## config.mk

```make
export PLATFORM = sky130hd
export DESIGN_NAME = id_ex_pipe_stage
export DESIGN_NICKNAME = d
export VERILOG_FILES = /design/src/rtl/id_ex_pipe_stage.sv
export SDC_FILE = /design/constraint.sdc
export NUM_CORES = 1
export LEC_CHECK = 0
export ABC_AREA = 1
export BUFFER_PORTS_ARGS = -buffer_cell sky130_fd_sc_hd__buf_2
export CAP_MARGIN = 0
export CORE_MARGIN = 4
export CORE_UTILIZATION = 59
export DETAILED_ROUTE_END_ITERATION = 12
export GPL_TIMING_DRIVEN = 0
export PLACE_DENSITY_LB_ADDON = 0.05
export SLEW_MARGIN = 10
export SYNTH_ARGS = -nofsm -noshare
export SYNTH_HDL_FRONTEND = slang
export SYNTH_SLANG_ARGS = --single-unit
export TNS_END_PERCENT = 30
```

## constraint.sdc

```tcl
create_clock -name clk -period 3.12 [get_ports clk]
set_input_delay 0.312 -clock clk [delete_from_list [all_inputs] [get_ports clk]]
set_output_delay 0.312 -clock clk [all_outputs]
set_load 0.005 [all_outputs]
```

## src/rtl/id_ex_pipe_stage.sv

```systemverilog
// ID/EX pipeline stage: elastic valid/ready register with a 2-entry skid buffer,
// synchronous flush, bubble-gated write enables and a saturating stall counter.
module id_ex_pipe_stage #(
    parameter int DATA_W = 32,
    parameter int REG_W  = 5,
    parameter int ALUC_W = 4,
    parameter int CNT_W  = 16
) (
    input  logic              clk,
    input  logic              rst_n,

    input  logic              in_valid,
    output logic              in_ready,
    input  logic              flush,

    input  logic              RegWriteD,
    input  logic              MemtoRegD,
    input  logic              MemWriteD,
    input  logic              ALUSrcD,
    input  logic              RegDstD,
    input  logic              LinkD,
    input  logic [ALUC_W-1:0] ALUControlD,
    input  logic [REG_W-1:0]  RsD,
    input  logic [REG_W-1:0]  RtD,
    input  logic [REG_W-1:0]  RdD,
    input  logic [REG_W-1:0]  ShamtD,
    input  logic [DATA_W-1:0] ReadData1D,
    input  logic [DATA_W-1:0] ReadData2D,
    input  logic [DATA_W-1:0] SignImmD,
    input  logic [DATA_W-1:0] PCPlus4D,

    output logic              out_valid,
    input  logic              out_ready,

    output logic              RegWriteE,
    output logic              MemtoRegE,
    output logic              MemWriteE,
    output logic              ALUSrcE,
    output logic              RegDstE,
    output logic              LinkE,
    output logic [ALUC_W-1:0] ALUControlE,
    output logic [REG_W-1:0]  RsE,
    output logic [REG_W-1:0]  RtE,
    output logic [REG_W-1:0]  RdE,
    output logic [REG_W-1:0]  ShamtE,
    output logic [DATA_W-1:0] ReadData1E,
    output logic [DATA_W-1:0] ReadData2E,
    output logic [DATA_W-1:0] SignImmE,
    output logic [DATA_W-1:0] PCPlus4E,

    output logic [CNT_W-1:0]  stall_cnt
);

    typedef struct packed {
        logic              reg_write;
        logic              mem_to_reg;
        logic              mem_write;
        logic              alu_src;
        logic              reg_dst;
        logic              link;
        logic [ALUC_W-1:0] alu_control;
        logic [REG_W-1:0]  rs;
        logic [REG_W-1:0]  rt;
        logic [REG_W-1:0]  rd;
        logic [REG_W-1:0]  shamt;
        logic [DATA_W-1:0] rd1;
        logic [DATA_W-1:0] rd2;
        logic [DATA_W-1:0] imm;
        logic [DATA_W-1:0] pc_plus4;
    } bundle_t;

    bundle_t          in_b;
    bundle_t          m_q, m_d;
    bundle_t          s_q, s_d;
    logic             m_valid_q, m_valid_d;
    logic             s_valid_q, s_valid_d;
    logic [CNT_W-1:0] stall_q;

    logic accept;
    logic drain;

    always_comb begin
        in_b             = '0;
        in_b.reg_write   = RegWriteD;
        in_b.mem_to_reg  = MemtoRegD;
        in_b.mem_write   = MemWriteD;
        in_b.alu_src     = ALUSrcD;
        in_b.reg_dst     = RegDstD;
        in_b.link        = LinkD;
        in_b.alu_control = ALUControlD;
        in_b.rs          = RsD;
        in_b.rt          = RtD;
        in_b.rd          = RdD;
        in_b.shamt       = ShamtD;
        in_b.rd1         = ReadData1D;
        in_b.rd2         = ReadData2D;
        in_b.imm         = SignImmD;
        in_b.pc_plus4    = PCPlus4D;
    end

    // in_ready comes straight from the skid flop, so out_ready never reaches it combinationally.
    assign in_ready = !s_valid_q;
    assign accept   = in_valid && in_ready;
    assign drain    = m_valid_q && out_ready;

    always_comb begin
        m_d       = m_q;
        s_d       = s_q;
        m_valid_d = m_valid_q;
        s_valid_d = s_valid_q;

        if (flush) begin
            m_valid_d = 1'b0;
            s_valid_d = 1'b0;
        end else if (!m_valid_q || drain) begin
            if (s_valid_q) begin
                m_d       = s_q;
                m_valid_d = 1'b1;
                s_valid_d = accept;
                if (accept) begin
                    s_d = in_b;
                end
            end else if (accept) begin
                m_d       = in_b;
                m_valid_d = 1'b1;
            end else begin
                m_valid_d = 1'b0;
            end
        end else if (accept) begin
            s_d       = in_b;
            s_valid_d = 1'b1;
        end
    end

    always_ff @(posedge clk or negedge rst_n) begin
        if (!rst_n) begin
            m_q       <= '0;
            s_q       <= '0;
            m_valid_q <= 1'b0;
            s_valid_q <= 1'b0;
        end else begin
            m_q       <= m_d;
            s_q       <= s_d;
            m_valid_q <= m_valid_d;
            s_valid_q <= s_valid_d;
        end
    end

    // Counts every cycle execute refuses a valid bundle, flush included.
    always_ff @(posedge clk or negedge rst_n) begin
        if (!rst_n) begin
            stall_q <= '0;
        end else if (m_valid_q && !out_ready && stall_q != '1) begin
            stall_q <= stall_q + {{(CNT_W-1){1'b0}}, 1'b1};
        end
    end

    assign out_valid   = m_valid_q;
    assign stall_cnt   = stall_q;

    // Side-effecting controls are forced low in a bubble slot.
    assign RegWriteE   = m_q.reg_write  && m_valid_q;
    assign MemtoRegE   = m_q.mem_to_reg && m_valid_q;
    assign MemWriteE   = m_q.mem_write  && m_valid_q;
    assign LinkE       = m_q.link       && m_valid_q;

    assign ALUSrcE     = m_q.alu_src;
    assign RegDstE     = m_q.reg_dst;
    assign ALUControlE = m_q.alu_control;
    assign RsE         = m_q.rs;
    assign RtE         = m_q.rt;
    assign RdE         = m_q.rd;
    assign ShamtE      = m_q.shamt;
    assign ReadData1E  = m_q.rd1;
    assign ReadData2E  = m_q.rd2;
    assign SignImmE    = m_q.imm;
    assign PCPlus4E    = m_q.pc_plus4;

endmodule

```

# After elaboration in Yosys (flattened, before gate mapping)

Cells that the tools add are included.

Register bits: 334
Bits of input ports: 163
Output and inout port bits: 176
Logic and storage cells: 67

Add/sub/neg operators: 1
Equal/unequal tests: 2
Muxes and demuxes: 13
Bitwise gates (word level): 1
Reduce and logical (&&, ||, !) cells: 17

Operator list:

| kind                                                            | number |
|---|---|
| 158-bit two-way mux                                             | 5 |
| 16-bit by 1-bit adder with 16-bit output, second input constant | 1 |
| 16-bit != test, second input constant                           | 1 |
| 1-bit logical AND                                               | 8 |
| 1-bit two-way mux                                               | 8 |
| 2-bit nonzero test                                              | 2 |
| 1-bit logical NOT                                               | 3 |
| 3-bit AND reduction                                             | 1 |
| 3-bit nonzero test                                              | 1 |
| 2-bit != test, second input constant                            | 1 |
| 2-bit AND reduction                                             | 1 |
| 1-bit logical OR                                                | 1 |
| 1-bit inverter                                                  | 1 |

# Longest topological paths before layout

Gate-level depths: netlist of run 1.

Depth in word-level cells: 6
Mapped depth: 9
Mapped depth without buffers: 9

# Worst setup path before layout of run 1

Ideal clock, no wire load.

Kind: flip-flop to flip-flop
Start point: register stall_q[0] (netlist: stall_cnt[0])
End point: register stall_q[15] (netlist: stall_cnt[15])
Library setup time: 0.117 ns
Arrival: 1.471 ns
Slack: 1.533 ns
Stages on the path, launching flop included: 10
Clock period less this slack: 1.587 ns
Cells stage by stage: dfrtp_1 > ha_1 > inv_1 > nor2_1 > nand2_1 > nor2_2 > nor2_2 > clkinv_1 > nand2_1 > nand2_1

Longest elaborated chain between the ends: 2
Elaborated cells on any way between the ends: 3

Ends and longest elaborated chain:

| item                                                                             | RTL line | text |
|---|---|---|
| from (decl)                                                                      | 77       | `logic [CNT_W-1:0] stall_q;` |
| from (signal assigned)                                                           | 154      | `stall_q <= stall_q + {{(CNT_W-1){1'b0}}, 1'b1};` |
| branches (longest 2 deep; another with 16-bit by 1-bit adder with 16-bit output) | --       |  |

Several ways; the timed one is not identified.
A chain may end at the register's enable or synchronous reset.

# Worst setup path in the final report of run 1

Start point: register s_valid_q
End point: output in_ready

Longest elaborated chain between the ends: 1

Ends and longest elaborated chain:

| item                   | RTL line | text |
|---|---|---|
| from (decl)            | 76       | `logic s_valid_q, s_valid_d;` |
| from (signal assigned) | 145      | `s_valid_q <= s_valid_d;` |
| 1-bit logical NOT      | 102      | `assign in_ready = !s_valid_q;` |
| to (decl)              | 13       | `output logic in_ready,` |

No other way between the ends.

==> flow_metrics.env, run 1 <==
export IMPL_tightest_slew_ns=0.637
export IMPL_holdCritPathClass="input pin to flop"
export IMPL_final_core_utilization_pct=73.9
export IMPL_numPortBuffers=338
export IMPL_commonest_cells_after_routing_fill_and_taps_aside="sky130_fd_sc_hd__nand2_1 (544), sky130_fd_sc_hd__buf_2 (397), sky130_fd_sc_hd__dfrtp_1 (334)"
export IMPL_final_max_slew_violation_count=0
export IMPL_clock_insertion_delay_worst_skew_ns=0.51
export IMPL_cellPowerDensity_mw_per_mm2=660
export IMPL_starting_density_of_the_core_pct=60.5
export IMPL_design_portCount=339
export IMPL_dr_pass1_iters=5
export IMPL_async_reset_ff_share_pct=100
export IMPL_worst_setup_path_start_kind="flop"
export IMPL_status="finished clean"
export IMPL_critPathArrivalTime_ns=2.02
export IMPL_grt_start_max_net_pins=97
export IMPL_yosysWarningCount=0
export IMPL_fp_row_count=58
export IMPL_synth_area_mux_share_pct=0
export IMPL_setup_viol=0
export IMPL_final_antenna_net_count=0
export IMPL_synth_register_bits=334
export IMPL_rel_slew_slack_pct=57.5
export IMPL_portion_of_the_post_synthesis_area_used_by_sequential_elements_pct=54.2
export IMPL_fin_worst_skew_ns=0.0176
export IMPL_clock_sinks=334
export IMPL_stdcell_area_mm2=0.0188
export IMPL_drt_total_wl_mm=41.9
export IMPL_synth_compound_gate_area_share_pct=15.7
export IMPL_finalWeightedCongestion=0.852
export IMPL_fmax_mhz=429
export IMPL_fill_cells=1970
export IMPL_die_width_um=170
export IMPL_max_cap_viols=0
export IMPL_drc=0
export IMPL_synthesis_instances=1844
export IMPL_synth_fa_ha_area_share_pct=0.0812
export IMPL_gr_usage_all_layers_pct=28.9
export IMPL_critPathMaxFanout=10
export IMPL_regToRegSetupSlack_ns=1.09
export IMPL_synth_enable_flop_cells=0
export IMPL_syn_to_final_growth_pct=22.1
export IMPL_floorplan_die_area_mm2=0.0288
export IMPL_initialDrtViolationCount=1162
export IMPL_detail_route_vias_per_cell=5.18
export IMPL_fraction_of_final_layout_cells_sized_beyond_drive_strength_1_pct=27.8
export IMPL_layout_worst_path_cycle_share_pct=74.7
export IMPL_fin_crit_ns=2.33
export IMPL_floorplan_core_area_mm2=0.0255
export IMPL_route_vias_total=13377
export IMPL_synth_net_count=2008
export IMPL_wire_per_inst_um=16.2
export IMPL_antenna_found_initial=8
export IMPL_grt_pass1_vias=13229
export IMPL_grt_first_pass_wirelength_mm=67.2
export IMPL_diodes=0
export IMPL_p_leak_uw=0.0104
export IMPL_synth_ff_type="sky130_fd_sc_hd__dfrtp_1"
export IMPL_setup_repair_after_global_routing_missed_its_margin="no"
export IMPL_layoutNonFillerInstCount=2580
export IMPL_clk_path_buf_depth=3
export IMPL_num_nets_final=2388
export IMPL_cts_setup_buffers=0
export IMPL_report_final_hold_viol_count=0
export IMPL_postSynthAreaPerCell_um2=8.36
export IMPL_power_total_uw=12400
export IMPL_htreeDepth=2
export IMPL_power_ir_vdd_worst_mv=0.571
export IMPL_simple_gate_share_of_the_synthesized_area_pct=14.6
export IMPL_dpl_hpwl_mm=29.4
export IMPL_type_of_destination_of_the_critical_path="primary output"
export IMPL_synth_distinct_cells=22
export IMPL_die_height_um=170
export IMPL_synth_xor_area_share_pct=0.341
export IMPL_hold_ws_ns=0.0471
export IMPL_place_area_mm2=0.0176
export IMPL_clk_pin_slew_ns=0.06
export IMPL_cts_root_buffer="sky130_fd_sc_hd__clkbuf_16"
export IMPL_netlist_area_mm2=0.0154
export IMPL_layout_commonest_cell="sky130_fd_sc_hd__nand2_1"
export IMPL_cts_buffers_inserted=36
export IMPL_cts_tree="built"
export IMPL_place_detailed_instances=2515
export IMPL_synth_top_family_by_area="compound AO/OA/AOI/OAI gates"
export IMPL_criticalPathCategory="flop to primary output"
export IMPL_grt_overflow=0
export IMPL_cp_required_ns=2.81
==> kinds of logic (layout without fill, tap and decap cells) <==
family	count (synthesis)	after routing
and+or+nand+nor	584	584
AOI/OAI and AO/OA	484	484
buffers and inverters	435	841
DFF	334	334
xor gates and xnor gates	6	6
adders and majority gates	1	1
==> final timing paths <==
check,from,to,depth (start not counted)
max,s_valid_q,in_ready,5
min,ReadData2D[24],s_q[88],3
max reg2reg,s_valid_q,ReadData2E[28],6
min reg2reg,ReadData1E[26],ReadData1E[26],2
max in group asynchronous,rst_n,ReadData2E[17],4
min in group asynchronous,rst_n,stall_cnt[13],2
==> power by group <==
part	leakage (uW)	switching [uW]	internal, uW
clock network	0.000592	1730	2560
logic	0.00566	1170	1230
registers	0.00420	519	5210
total	0.0104	3410	9000
==> sequential cells by signal, indices dropped and copies added, names as in the netlist <==
signal and count:
RtE 5, stall_cnt 16, ALUSrcE 1, RdE 5, ShamtE 5, m_q 4, RsE 5, s_valid_q 1
ALUControlE 4, ReadData2E 32, ReadData1E 32, PCPlus4E 32, out_valid 1, s_q 158, SignImmE 32, RegDstE 1
==> synthesized netlist by cell type, drive strengths merged, types with 5 or more instances <==
cell	number	area (um2)
nor2	26	118
xor2	5	43.8
inv	178	668
nand3	8	52.6
dfrtp	334	8360
buf	218	1500
o21ai	482	2410
nand4	6	37.5
nand2	544	2040
clkbuf	38	143
==> through the flow <==
stage	setup slack (ns)	setup TNS, ns
after CTS	0.777	0
after global placement	-4.63	-1536.69
after global routing	0.696	0
final	0.791	0
after detailed placement	1.11	0
after floorplan	1.53	0
==> final cells by class <==
type	count	area, um2	area share, %
flip-flops and latches	334	8360	44.4
multi-input cells	1075	4740	25.2
repair buffers	342	1790	9.54
plain buffers	256	1640	8.74
clock buffers	52	1070	5.70
inverters	179	672	3.57
well taps	330	413	2.19
clock inverters	12	120	0.638
==> per-layer routing <==
metal	vias up	global-route usage (%)	wire length [um]
li1	6440	-	-
met1	6323	38.8	17200
met2	494	46.6	19800
met3	104	7.13	3380
met4	16	9.77	1380
met5	-	0	91
==> critical path, stage by stage (launching register included) <==
cell and delay (ns):
sky130_fd_sc_hd__dfrtp_1 0.38, sky130_fd_sc_hd__inv_1 0.15, sky130_fd_sc_hd__buf_2 0.31, sky130_fd_sc_hd__buf_2 0.29
sky130_fd_sc_hd__buf_2 0.24, sky130_fd_sc_hd__buf_2 0.14
==> repair_timing <==
| action | CTS | global route |
|---|---|---|
| gates resized for setup | 0 | 0 |
| hold endpoints to repair | 75 | 0 |
| hold buffers | 1 | 0 |
| endpoints found under the setup margin | 0 | 0 |
(Power assumes the default switching activity.)
==> run 2: changes to the inputs <==
CORE_UTILIZATION = 55   (was 59)
clock period = 2.4 ns   (was 3.12 ns; I/O delays follow)
==> flow_metrics.env, run 2 (synthesis gave the netlist of run 1 again) <==
export IMPL_status="finished clean"
export IMPL_clock_sinks=334
export IMPL_p_leak_uw=0.0108
export IMPL_critPathMaxFanout=10
export IMPL_type_of_destination_of_the_critical_path="primary output"
export IMPL_htreeDepth=2
export IMPL_gr_usage_all_layers_pct=27.7
export IMPL_setup_repair_after_global_routing_missed_its_margin="no"
export IMPL_cp_required_ns=2.16
export IMPL_numPortBuffers=338
export IMPL_starting_density_of_the_core_pct=55.6
export IMPL_cts_buffers_inserted=36
export IMPL_cts_repair_resize_count=0
export IMPL_largest_register_ffs=158
export IMPL_power_ir_vdd_worst_mv=0.602
export IMPL_floorplan_die_area_mm2=0.0308
export IMPL_grt_start_max_net_pins=115
export IMPL_power_total_uw=16500
export IMPL_fmax_mhz=450
export IMPL_registers_top_by_ff_count="s_q"
export IMPL_p_switching_uw=4460
export IMPL_fraction_of_final_layout_cells_sized_beyond_drive_strength_1_pct=26.7
export IMPL_die_height_um=175
export IMPL_commonest_cells_after_routing_fill_and_taps_aside="sky130_fd_sc_hd__nand2_1 (544), sky130_fd_sc_hd__buf_2 (397), sky130_fd_sc_hd__dfrtp_1 (334)"
export IMPL_drc=0
export IMPL_die_width_um=175
export IMPL_finalWeightedCongestion=0.856
export IMPL_logic_gate_share_of_total_power_pct=19.6
export IMPL_criticalPathCategory="flop to primary output"
export IMPL_clk_path_buf_depth=3
export IMPL_design_portCount=339
export IMPL_floorplan_core_area_mm2=0.0277
export IMPL_critPathArrivalTime_ns=1.98
export IMPL_final_antenna_net_count=0
export IMPL_fin_crit_ns=2.22
export IMPL_detail_route_vias_per_cell=5.01
export IMPL_report_final_hold_viol_count=0
export IMPL_fill_cells=2267
export IMPL_route_vias_total=13597
export IMPL_power_sequential_fraction_pct=45.2
export IMPL_worst_setup_path_start_kind="flop"
export IMPL_setup_tns_final_ns=0
export IMPL_final_max_slew_violation_count=0
export IMPL_initialDrtViolationCount=1057
export IMPL_clk_pin_slew_ns=0.06
export IMPL_grt_overflow=0
export IMPL_max_cap_viols=0
export IMPL_holdCritPathClass="input pin to flop"
export IMPL_rel_slew_slack_pct=61.2
export IMPL_fin_worst_skew_ns=0.0218
export IMPL_cellPowerDensity_mw_per_mm2=834
export IMPL_drt_total_wl_mm=43.1
export IMPL_wire_per_inst_um=15.9
export IMPL_antenna_found_initial=3
export IMPL_dpl_hpwl_mm=29.4
export IMPL_fp_row_count=61
export IMPL_switching_share_pct=27.1
export IMPL_layout_worst_path_cycle_share_pct=92.7
export IMPL_grt_first_pass_wirelength_mm=69.6
export IMPL_cts_root_buffer="sky130_fd_sc_hd__clkbuf_16"
export IMPL_grt_pass1_vias=13537
export IMPL_cts_tree="built"
export IMPL_internal_power_uw=12000
export IMPL_layout_commonest_cell="sky130_fd_sc_hd__nand2_1"
export IMPL_clock_insertion_delay_worst_skew_ns=0.51
export IMPL_setup_viol=0
export IMPL_tightest_slew_ns=0.582
export IMPL_syn_to_final_growth_pct=28.1
export IMPL_dr_pass1_iters=5
export IMPL_cts_setup_buffers=0
export IMPL_clockPowerShare_pct=35.2
export IMPL_num_nets_final=2471
-- run 2: layout make-up --
type,instances,area [um2],share of cell area (%)
buffer,256,1640,8.33
tap,378,473,2.40
timing repair buffer,425,2630,13.3
inverter,179,672,3.40
multi-input combinational,1075,4740,24.0
clock inverter,13,198,1.00
antenna,2,5.00,0.0254
clock buffer,50,1020,5.19
sequential,334,8360,42.3
-- run 2: through the flow --
step | instances | worst slack (ns) | cell area (um2) | utilization, % | hold WS, ns
final | 2712 | 0.175 | 19700 | 71.2 | 0.0110
after detailed placement | 2563 | 0.336 | 17700 | 63.8 | 0.168
after CTS | 2710 | 0.131 | 19700 | 71.2 | 0.000179
after floorplan | 1844 | 0.813 | 15400 | - | -0.0556
after global routing | 2712 | 0.0471 | 19700 | 71.2 | 0.000971
after global placement | 2560 | -5.36 | 17600 | 63.4 | 0.462
-- run 2: final timing paths --
check	from	endpoint	slack (ns)	cells after the start
max in group asynchronous	rst_n	SignImmE[2]	1.24	3
worst min register to register	s_q[127]	s_q[127]	0.48	2
worst max-delay path	s_valid_q	in_ready	0.18	5
worst max register to register	out_valid	SignImmE[28]	0.31	7
worst min-delay path	SignImmD[2]	s_q[34]	0.01	3
min in group asynchronous	rst_n	stall_cnt[15]	0.24	2
-- run 2: critical path, cell delays in order (launching register included) --
cell	delay [ns]
sky130_fd_sc_hd__dfrtp_1	0.38
sky130_fd_sc_hd__inv_1	0.14
sky130_fd_sc_hd__buf_2	0.28
sky130_fd_sc_hd__buf_2	0.28
sky130_fd_sc_hd__buf_2	0.24
sky130_fd_sc_hd__buf_2	0.14
-- run 2: power groups by stage --
stage                     clock (uW)  combinational (uW)  sequential, uW
after global placement             0                3020            7450
after global routing            6100                3650            7580
final                           5780                3230            7440
after floorplan                    0                1950            7330
after CTS                       5860                3250            7420
after detailed placement           0                3120            7500
-- run 2: what timing repair did --
action,4_1_cts,5_1_grt
hold buffers,84,0
endpoints found under the setup margin,0,0
endpoints found under the hold margin,126,0
-- run 2: per-layer routing --
layer / GRT usage (%) / vias up / share of wire, %
li1: - / 6608 / -
met1: 37.6 / 6429 / 42
met5: 0 / - / 0.030
met3: 5.23 / 94 / 6.9
met2: 45.6 / 464 / 48
met4: 9.07 / 2 / 3.2
